## config.mk

```make
export PLATFORM = sky130hd
export DESIGN_NAME = frame_tick_scheduler_flat
export DESIGN_NICKNAME = d
export VERILOG_FILES = /design/src/rtl/game_timing_pkg.sv /design/src/rtl/frame_tick_scheduler_if.sv /design/src/rtl/frame_tick_scheduler_edge.sv /design/src/rtl/frame_tick_scheduler.sv /design/src/flat_wrapper.sv
export SDC_FILE = /design/constraint.sdc
export NUM_CORES = 1
export LEC_CHECK = 0
export CELL_PAD_IN_SITES_DETAIL_PLACEMENT = 1
export CELL_PAD_IN_SITES_GLOBAL_PLACEMENT = 1
export CORE_ASPECT_RATIO = 1.1
export CORE_MARGIN = 4
export CORE_UTILIZATION = 41
export DETAILED_ROUTE_END_ITERATION = 8
export PLACE_DENSITY = 0.85
export SETUP_SLACK_MARGIN = 0.4
export SYNTH_ARGS = -nofsm -noshare
export SYNTH_HDL_FRONTEND = slang
export SYNTH_HIERARCHICAL = 1
export SYNTH_SLANG_ARGS = --single-unit
export TNS_END_PERCENT = 50
```

## constraint.sdc

```tcl
create_clock -name clk -period 2.8 [get_ports clk]
set_clock_uncertainty 0.2 [all_clocks]
set_input_delay 0.42 -clock clk [delete_from_list [all_inputs] [get_ports clk]]
set_output_delay 0.42 -clock clk [all_outputs]
set_load 0.05 [all_outputs]
```

## src/rtl/game_timing_pkg.sv

```systemverilog
// Shared frame-timing definitions used by the rate divider and by
// frame_tick_scheduler, so both sides agree on the frame period and on
// the countdown timer state encoding.
package game_timing_pkg;

  // Width of frame counters and countdown lengths.
  localparam int FRAME_W        = 16;
  // clk cycles without an enable change before the watchdog flags a stall.
  localparam int STALL_CYCLES   = 4000000;
  // Width of the watchdog gap counter; must hold STALL_CYCLES.
  localparam int GAP_W          = 23;
  // Rate-divider reload: 50 MHz / 1666666 toggles gives ~30 level changes/s.
  localparam int DIVIDER_RELOAD = 1666666;

  // Countdown timer states.
  typedef enum logic [1:0] {
    IDLE    = 2'd0,
    RUNNING = 2'd1,
    PAUSED  = 2'd2,
    EXPIRED = 2'd3
  } timer_state_t;

endpackage

```

## src/rtl/frame_tick_scheduler_if.sv

```systemverilog
// Countdown timer control/status bundle between the game-control FSM
// (master) and frame_tick_scheduler (slave).
//
// Signalling: there is no valid/ready handshake. start and abort are
// single-cycle request pulses acted on in the cycle they are high
// (abort wins over start); pause is a level; load_frames is sampled only
// while start is high. frames_left/timer_busy are registered status and
// timer_expired is a one-cycle pulse; the master may sample them any cycle.
interface frame_tick_scheduler_if #(
  parameter int FRAME_W = game_timing_pkg::FRAME_W
);
  logic               start;
  logic               pause;
  logic               abort;
  logic [FRAME_W-1:0] load_frames;
  logic [FRAME_W-1:0] frames_left;
  logic               timer_busy;
  logic               timer_expired;

  modport master (
    output start, pause, abort, load_frames,
    input  frames_left, timer_busy, timer_expired
  );

  modport slave (
    input  start, pause, abort, load_frames,
    output frames_left, timer_busy, timer_expired
  );
endinterface

```

## src/rtl/frame_tick_scheduler_edge.sv

```systemverilog
// toggle_edge_detect: turns a toggle-per-event level into a registered
// one-cycle pulse per level change (rising or falling).
// Ports:
//   clk, reset_n  clock, asynchronous active-low reset
//   level_in      toggling level, same clock domain, reset level 0
//   change        combinational: level_in differs from the last sampled level
//   tick          registered change, high for exactly one cycle per change
module toggle_edge_detect (
  input  logic clk,
  input  logic reset_n,
  input  logic level_in,
  output logic change,
  output logic tick
);

  logic prev_level;

  assign change = (level_in != prev_level);

  always_ff @(posedge clk or negedge reset_n) begin
    if (!reset_n) begin
      prev_level <= 1'b0;
      tick       <= 1'b0;
    end else begin
      prev_level <= level_in;
      tick       <= change;
    end
  end

endmodule

```

## src/rtl/frame_tick_scheduler.sv

```systemverilog
// frame_tick_scheduler: consumer end of the frame-rate enable.
// Converts each enable_in level change into a one-cycle frame_tick,
// counts frames, runs a frame-granular countdown timer and flags a stall
// when the divider stops toggling.
// Ports:
//   clk, reset_n  system clock, asynchronous active-low reset
//   enable_in     toggle-per-frame level from the rate divider
//   tmr           countdown control/status (start/pause/abort/load_frames in,
//                 frames_left/timer_busy/timer_expired out)
//   frame_tick    one-cycle pulse per enable_in change
//   frame_count   free-running wrapping count of frame_tick pulses
//   stall         high while enable_in has not changed for STALL_CYCLES cycles
//   state_dbg     current countdown state, for debug and checkers
module frame_tick_scheduler #(
  parameter int FRAME_W      = game_timing_pkg::FRAME_W,
  parameter int STALL_CYCLES = game_timing_pkg::STALL_CYCLES,
  parameter int GAP_W        = game_timing_pkg::GAP_W
) (
  input  logic                          clk,
  input  logic                          reset_n,
  input  logic                          enable_in,
  frame_tick_scheduler_if.slave         tmr,
  output logic                          frame_tick,
  output logic [FRAME_W-1:0]            frame_count,
  output logic                          stall,
  output game_timing_pkg::timer_state_t state_dbg
);
  import game_timing_pkg::*;

  localparam logic [GAP_W-1:0] GAP_LAST = GAP_W'(STALL_CYCLES - 1);

  logic en_change;

  toggle_edge_detect u_edge (
    .clk      (clk),
    .reset_n  (reset_n),
    .level_in (enable_in),
    .change   (en_change),
    .tick     (frame_tick)
  );

  // Frame counter: advances at the same edge that raises frame_tick.
  always_ff @(posedge clk or negedge reset_n) begin
    if (!reset_n) begin
      frame_count <= '0;
    end else if (en_change) begin
      frame_count <= frame_count + FRAME_W'(1);
    end
  end

  // Stall watchdog: gap saturates at STALL_CYCLES-1 so stall stays up
  // until the next change without the counter wrapping.
  logic [GAP_W-1:0] gap;

  always_ff @(posedge clk or negedge reset_n) begin
    if (!reset_n) begin
      gap   <= '0;
      stall <= 1'b0;
    end else if (en_change) begin
      gap   <= '0;
      stall <= 1'b0;
    end else if (gap == GAP_LAST) begin
      stall <= 1'b1;
    end else begin
      gap <= gap + GAP_W'(1);
    end
  end

  // Countdown FSM. It consumes the registered frame_tick, so a decrement
  // lands one cycle after the tick is visible. Priority: abort > start >
  // pause > tick.
  timer_state_t       state, state_n;
  logic [FRAME_W-1:0] left_q, left_n;
  logic               expired_n;
  logic               busy_n;

  always_ff @(posedge clk or negedge reset_n) begin
    if (!reset_n) begin
      state             <= IDLE;
      left_q            <= '0;
      tmr.timer_expired <= 1'b0;
      tmr.timer_busy    <= 1'b0;
    end else begin
      state             <= state_n;
      left_q            <= left_n;
      tmr.timer_expired <= expired_n;
      tmr.timer_busy    <= busy_n;
    end
  end

  always_comb begin
    state_n   = state;
    left_n    = left_q;
    expired_n = 1'b0;
    if (tmr.abort) begin
      state_n = IDLE;
      left_n  = '0;
    end else if (tmr.start) begin
      // A tick in the same cycle is dropped: the load value is taken as is.
      if (tmr.load_frames == '0) begin
        state_n   = EXPIRED;
        left_n    = '0;
        expired_n = 1'b1;
      end else begin
        state_n = RUNNING;
        left_n  = tmr.load_frames;
      end
    end else begin
      unique case (state)
        RUNNING: begin
          if (tmr.pause) begin
            // Entering PAUSED swallows any tick in this cycle.
            state_n = PAUSED;
          end else if (frame_tick) begin
            left_n = left_q - FRAME_W'(1);
            if (left_q == FRAME_W'(1)) begin
              state_n   = EXPIRED;
              expired_n = 1'b1;
            end
          end
        end
        PAUSED: begin
          // Ticks while paused are lost, not queued.
          if (!tmr.pause) begin
            state_n = RUNNING;
          end
        end
        default: begin
          // IDLE and EXPIRED wait for start or abort.
        end
      endcase
    end
    busy_n = (state_n == RUNNING) || (state_n == PAUSED);
  end

  assign tmr.frames_left = left_q;
  assign state_dbg       = state;

endmodule

```

## src/flat_wrapper.sv

```systemverilog
// flat-port wrapper written by rule: the top's interface ports become plain ports
module frame_tick_scheduler_flat import game_timing_pkg::*;
#(
  parameter int FRAME_W      = game_timing_pkg::FRAME_W,
  parameter int STALL_CYCLES = game_timing_pkg::STALL_CYCLES,
  parameter int GAP_W        = game_timing_pkg::GAP_W
)
  (clk, reset_n, enable_in, frame_tick, frame_count, stall, state_dbg, tmr_start, tmr_pause, tmr_abort, tmr_load_frames, tmr_frames_left, tmr_timer_busy, tmr_timer_expired);
  frame_tick_scheduler_if #(.FRAME_W(FRAME_W)) tmr_i ();
  input  logic clk;
  input  logic reset_n;
  input  logic enable_in;
  output logic frame_tick;
  output logic [FRAME_W-1:0] frame_count;
  output logic stall;
  output game_timing_pkg::timer_state_t state_dbg;
  input wire logic [$bits(tmr_i.start)-1:0] tmr_start;
  input wire logic [$bits(tmr_i.pause)-1:0] tmr_pause;
  input wire logic [$bits(tmr_i.abort)-1:0] tmr_abort;
  input wire logic [$bits(tmr_i.load_frames)-1:0] tmr_load_frames;
  output wire logic [$bits(tmr_i.frames_left)-1:0] tmr_frames_left;
  output wire logic [$bits(tmr_i.timer_busy)-1:0] tmr_timer_busy;
  output wire logic [$bits(tmr_i.timer_expired)-1:0] tmr_timer_expired;
  assign tmr_i.start = tmr_start;
  assign tmr_i.pause = tmr_pause;
  assign tmr_i.abort = tmr_abort;
  assign tmr_i.load_frames = tmr_load_frames;
  assign tmr_frames_left = tmr_i.frames_left;
  assign tmr_timer_busy = tmr_i.timer_busy;
  assign tmr_timer_expired = tmr_i.timer_expired;
  frame_tick_scheduler #(.FRAME_W(FRAME_W), .STALL_CYCLES(STALL_CYCLES), .GAP_W(GAP_W)) u_core (.clk(clk), .reset_n(reset_n), .enable_in(enable_in), .tmr(tmr_i), .frame_tick(frame_tick), .frame_count(frame_count), .stall(stall), .state_dbg(state_dbg));
endmodule
```

==> metrics, run 1 <==
outcome completed; RSZ-0062 raised after global routing yes; Synth Area per Inst about 10 µm²; area share of the largest cell type after synthesis 0.445; Mapped Cells ~340; Largest delay share family, worst path buffers and inverters; Final Cycle Share 0.842; Initial DRC Count 96; core area 8320 µm²; max-cap check violation count 0; chip width 95.9 µm; vias in the first global route 3172; total gr overflow 0; Clock Tree Root clkbuf_8; Hold Crit Start u_core/frame_count[15]; top cells by area, synth dfrtp_1, xnor2_1, xor2_1; Worst R2R Path Depth 7; Port Buffers 59; Pleak 1.85 nW; DR WL/cell 18.7 µm; total power around 2.8 mW; placed insts 499; ys async rst share 1.00; CTS Buf Count 9; Least-Margin Pin Slew between 0.6 and 0.7 ns; top cells by count, synth dfrtp_1, nor2_1, nand2_1; r2r setup slk 0.48 ns; Worst Setup Start Kind flop; Row Count 35; reg2reg start u_core/state_dbg[0]; pin count of the biggest net entering global routing 63; worst skew pair latency around 0.35 ns; die area 10000 µm²; sequential-to-total area share from yosys stat 0.445; Critical Path AT approximately 1.7 ns; final wirelength about 9.7 mm; first-pass GRT wire length around 16 mm; Final Max Slew Viols 0; deepest clock path buffer count 2; CP Max Fanout 8; worst path bufs/invs 1; worst hold path depth 1; fin area 4390 µm²; clock period minus worst slack ~2.4 ns; Synth Cell Area roughly 3500 µm²; gr usage total 0.203; Max Freq 424 MHz; Slowest cell on crit path clkdlybuf4s50_1; initial antenna violation count 0; vias per cell 5.60; H-tree level count 3; top-count cell post-synth dfrtp_1; predominant post-synthesis flop cell dfrtp_1; layout cells sized above 1 0.121; slowest cell delay on critical path around 0.87 ns; Pre-antenna DRT Iters 5; final setup vio count 0; hpwl dp 6.76 mm; Num Clock Sinks 62; crit path kind reg -> out; Hold Fails Final Rpt 0; cell taking the most area after synthesis dfrtp_1; Initial Utilization 0.419; final cell count without fillers 517; Max-slew headroom 0.598; Hold EP u_core/frame_count[15]; crit-path cells clkdlybuf4s50_1; CTS tree yes; gp weighted congestion ~0.77; pwr/cell area 639 nW/µm²; Final #Nets between 400 and 500; Worst Hold Class reg -> reg; Fillers around 900; TNS Setup 0 ns; Via Count 2893; Ant. Diodes 0; Die Y between 100 and 150 µm; VDD IR max 304 µV; I/O pin total 60; Post-Syn Nets 363; EDFF count, synth 0; Synth cell types 57; Yosys warnings 6; Worst setup EP type output port; worst path required time 2.18 ns; drt drc 0; Antenna Nets Post-Route 0; clk slew on worst S/H paths 0.08 ns; Yosys reg bits 62; area delta synth->final 25.9%; Placed Area 4180 µm²; Reg-to-Reg End u_core/tmr.frames_left[9]
==> cells in the final DEF (no fill, tap or decap), types with 4 or more instances in the layout <==
cell type	n
nand3_1	16
inv_1	9
nor4_2	4
buf_4	7
a22o_1	12
dfrtp_1	61
nand2_1	23
and3_1	8
o21ai_0	6
a21oi_1	6
clkdlybuf4s50_1	57
clkbuf_8	9
xnor2_1	22
ha_1	6
o21ai_1	4
nor2b_1	5
a31oi_1	5
nor3_1	5
nor2_1	33
nor4_1	6
nand4_1	15
a211oi_1	4
xor2_1	19
==> logic make-up after synthesis <==
kind of cell	share of synthesized area
AOI/OAI and AO/OA	0.104
muxes	0.0301
and+or+nand+nor	0.252
DFF	0.445
buffers and inverters	0.0416
adders and majority gates	0.0215
xor gates and xnor gates	0.105
==> per-stage QoR <==
| stage | util | hold WS [ns] | worst slack, ns |
|---|---|---|---|
| after detailed placement | 0.502 | 0.260 | 0.170 |
| after global routing | 0.528 | 0.324 | 0.374 |
| after CTS | 0.526 | 0.290 | 0.421 |
| after global placement | 0.502 | 0.257 | 0.283 |
| after floorplan | - | -0.0756 | 0.454 |
| final | 0.528 | 0.287 | 0.442 |
==> how the worst max path moves through the flow <==
stage	slack, ns	startpoint	to	cells after the start
after floorplan	0.45	u_core/state_dbg[1]	u_core/tmr.frames_left[2]	7
after global placement	0.28	tmr_pause	u_core/tmr.frames_left[9]	7
after detailed placement	0.17	tmr_pause	u_core/tmr.frames_left[9]	7
after CTS	0.42	u_core/state_dbg[1]	u_core/tmr.frames_left[9]	8
after global routing	0.37	u_core/state_dbg[1]	u_core/tmr.frames_left[9]	8
final	0.44	u_core/tmr.frames_left[2]	tmr_frames_left[2]	1
==> layer usage <==
metal,wire length [µm],global-route usage,vias up
met2,5280,0.353,65
met4,148,0.0823,0
met3,406,0.0497,18
met5,0,0,-
li1,-,-,1339
met1,3830,0.235,1471
==> area by class of cell <==
class / count / area [µm²] / share of cell area
multi-input cells: 250 / 1800 / 0.411
flip-flops and latches: 62 / 1550 / 0.354
repair buffers: 68 / 667 / 0.152
well taps: 111 / 139 / 0.0316
clock buffers: 10 / 128 / 0.0291
clock inverters: 6 / 62.6 / 0.0142
inverters: 10 / 37.5 / 0.00855
==> repair_timing <==
action                     CTS  global route
setup buffers                0             1
pin swaps                    0             1
hold endpoints to repair    62             0
hold buffers                 1             0
resized for setup            1             2
setup endpoints to repair    1            20
==> registers in the layout (all words and copies together), names as in the netlist <==
register / flops
u_core/tmr.timer_expired: 1
u_core/stall: 1
u_core/state_dbg: 2
u_core/tmr.frames_left: 16
u_core/gap: 23
u_core/u_edge/tick: 1
u_core/tmr.timer_busy: 1
u_core/frame_count: 16
u_core/u_edge/prev_level: 1
==> power by group <==
part	switching, mW	internal (mW)
clock network	0.365	0.408
registers	0.137	0.987
logic	0.567	0.341
total	1.07	1.74
Power figures use the tool's default switching activity.
==> run 2: changes to the inputs <==
- CORE_UTILIZATION: 41 -> 37
- PLACE_DENSITY: 0.85 -> 0.82
- clock period: 2.8 -> 1.9 ns (I/O delays scaled with it)
==> run 2 against run 1 <==
Against the previous run: the run now ends with negative setup slack left; register-to-register slack got worse by 0.76 ns; critical path type is now reg -> reg; largest power group is now combinational cells; sequential cell count stayed put; clock power increased by 67%; non-clock buffer count increased by 98; die area grew 9.9%; combinational power rose by 130%; design area is 34% higher; hold slack got worse by 0.26 ns.
==> metrics, run 2 (synthesis results as in run 1) <==
core area 9010 µm² (was 8320 µm²); Top reg by flops u_core/gap (unchanged); max FFs per register 23 (unchanged); crit path kind reg -> reg (was reg -> out); total power 5.10 mW (was 2.81 mW); sw power 2.10 mW (was 1.07 mW); total gr overflow 0 (unchanged); Max Freq approximately 460 MHz; gp weighted congestion 0.818 (was 0.769); worst path required time 1.96 ns (was 2.18 ns); CP Max Fanout 5 (was 8); deepest clock path buffer count 2 (unchanged); r2r setup slk -0.28 ns (was 0.48 ns); outcome finished with violations (was completed); Initial DRC Count 261 (was 96); Placed Area 4650 µm² (was 4180 µm²); Worst Hold Class in -> reg (was reg -> reg); most common cell after layout, fill and taps aside buf_4 (was dfrtp_1); Reg-to-Reg End u_core/tmr.timer_busy (was u_core/tmr.frames_left[9]); slowest cell delay on critical path 0.42 ns (was 0.87 ns); first-pass GRT wire length 23.7 mm (was 16.1 mm); Row Count 36 (was 35); worst setup path end u_core/tmr.timer_busy (was tmr_frames_left[2]); RSZ-0062 raised after global routing yes (unchanged); Max-slew headroom 0.728 (was 0.598); power share of the clock group 0.252 (was 0.275); Pleak 2.65 nW (was 1.85 nW); clock period minus worst slack 2.18 ns; initial antenna violation count 0 (unchanged); layout cells sized above 1 0.578 (was 0.121); Final Max Slew Viols 0 (unchanged); Slowest cell on crit path dfrtp_1 (was clkdlybuf4s50_1); vias in the first global route 4015 (was 3172); setup ws final -0.275 ns (was 0.442 ns); crit-path cells nor4_2, buf_4, and4b_4, nand4_1, a21o_1, mux2i_1 (was clkdlybuf4s50_1); crit path from u_core/tmr.frames_left[13] (was u_core/tmr.frames_left[2]); CTS Buf Count 9 (unchanged); DR WL/cell 29.3 µm (was 18.7 µm); Worst R2R Path Depth 6 (was 7); final setup vio count 35 (was 0); H-tree level count 3 (unchanged); I/O pin total 60 (unchanged); final cell count without fillers 619 (was 517); Die Y 110 µm (was 105 µm); area delta synth->final 69.3% (was 25.9%); gr usage total 0.289 (was 0.203); commonest cells after routing, fill and taps aside buf_4, dfrtp_1, buf_6 (was dfrtp_1, clkdlybuf4s50_1, nor2_1); hpwl dp 7.82 mm (was 6.76 mm); pwr/cell area 863 nW/µm² (was 639 nW/µm²); placed insts 564 (was 499); vias per cell 6.17 (was 5.60); chip width 101 µm (was 95.9 µm); fin area 5900 µm² (was 4390 µm²); Critical Path AT 2.23 ns (was 1.74 ns); final wirelength 18.2 mm (was 9.67 mm); switch share 0.413 (was 0.381); Least-Margin Pin Slew 0.407 ns (was 0.601 ns); pin count of the biggest net entering global routing 22 (was 63); VDD IR max 500 µV (was 304 µV); max-cap check violation count 0 (unchanged); Logic pwr share 0.412 (was 0.324); failing checks negative setup slack; drt drc 0 (unchanged); Ant. Diodes 0 (unchanged); sequential share of power 0.336 (was 0.401); CTS tree yes (unchanged); TNS Setup -4.25 ns (was 0 ns); Worst setup EP type flop (was output port); Initial Utilization 0.387 (was 0.419); Hold Fails Final Rpt 0 (unchanged); Num Clock Sinks 62 (unchanged); cell internal pwr 2.99 mW (was 1.74 mW); reg2reg start u_core/tmr.frames_left[13] (was u_core/state_dbg[0]); clk slew on worst S/H paths 0.08 ns (about the same); Via Count 3817 (was 2893); Clock Tree Root clkbuf_8 (unchanged); Port Buffers 59 (unchanged); Antenna Nets Post-Route 0 (unchanged); Final Cycle Share 1.14; Pre-antenna DRT Iters 5 (unchanged); die area 11000 µm² (was 10000 µm²); WHS 0.0303 ns (was 0.287 ns); Final #Nets 528 (was 429); Worst Setup Start Kind flop (unchanged); worst skew pair latency 0.39 ns (was 0.35 ns)
run 2: changes by cell type in the layout (fill, tap and decap cells not counted), moves of 15 or more:
cell | before | now
buf_4 | 7 | 93
buf_6 | 0 | 32
buf_8 | 0 | 15
clkdlybuf4s50_1 | 57 | 6
dfrtp_1 | 61 | 41
dfrtp_2 | 1 | 21
run 2: critical path: cells and delay by family, from the launching register on:
family,cells,cell delay [ns]
AND/OR/NAND/NOR,3,0.82
flip-flops,1,0.42
AO/OA/AOI/OAI,1,0.24
multiplexers,1,0.20
buffers and inverters,1,0.18
run 2: timing repair:
item | CTS | global route
hold buffers | 1 | 0
buffers inserted | 21 | 15
gates resized for setup | 152 | 38
pin swaps | 85 | 48
endpoints found under the setup margin | 84 | 94
gates cloned | 2 | 0
endpoints found under the hold margin | 43 | 0
run 2: power by group through the flow:
stage | combinational (mW) | clock (mW) | sequential [mW]
2_1_floorplan | 0.479 | 0 | 2.10
3_3_place_gp | 1.48 | 0 | 1.66
3_5_place_dp | 1.54 | 0 | 1.67
4_1_cts | 1.86 | 1.22 | 1.66
5_1_grt | 2.16 | 1.37 | 1.73
6_report | 2.10 | 1.29 | 1.71
run 2: cell type report:
| type | instances | area [µm²] |
|---|---|---|
| clock buffer | 10 | 138 |
| clock inverter | 6 | 61.3 |
| fill | 908 | 3100 |
| inverter | 10 | 37.5 |
| multi-input combinational | 251 | 2390 |
| sequential | 62 | 1580 |
| tap | 114 | 143 |
| timing repair buffer | 166 | 1560 |
run 2: worst min path at each step:
stage	from	to	slack, ns	cells past startpoint
after floorplan	reset_n	u_core/frame_count[0]	-0.21	0
final	enable_in	u_core/u_edge/prev_level	0.03	1
after CTS	enable_in	u_core/u_edge/prev_level	0.03	1
after detailed placement	reset_n	u_core/tmr.frames_left[3]	-0.02	1
after global routing	enable_in	u_core/u_edge/prev_level	0.02	1
after global placement	reset_n	u_core/tmr.frames_left[3]	-0.02	1
run 2: per-stage QoR:
| stage | setup WS, ns | util |
|---|---|---|
| final | -0.275 | 0.655 |
| after global routing | -0.394 | 0.655 |
| after CTS | -0.131 | 0.621 |
| after detailed placement | -0.733 | 0.516 |
| after global placement | -0.597 | 0.516 |
| after floorplan | -0.244 | - |
run 2: layer usage:
metal | share of wire | vias up | global-route usage
li1 | - | 1533 | -
met1 | 0.38 | 1948 | 0.316
met2 | 0.49 | 242 | 0.528
met3 | 0.068 | 94 | 0.0584
met4 | 0.060 | 0 | 0.146
met5 | 0 | - | 0
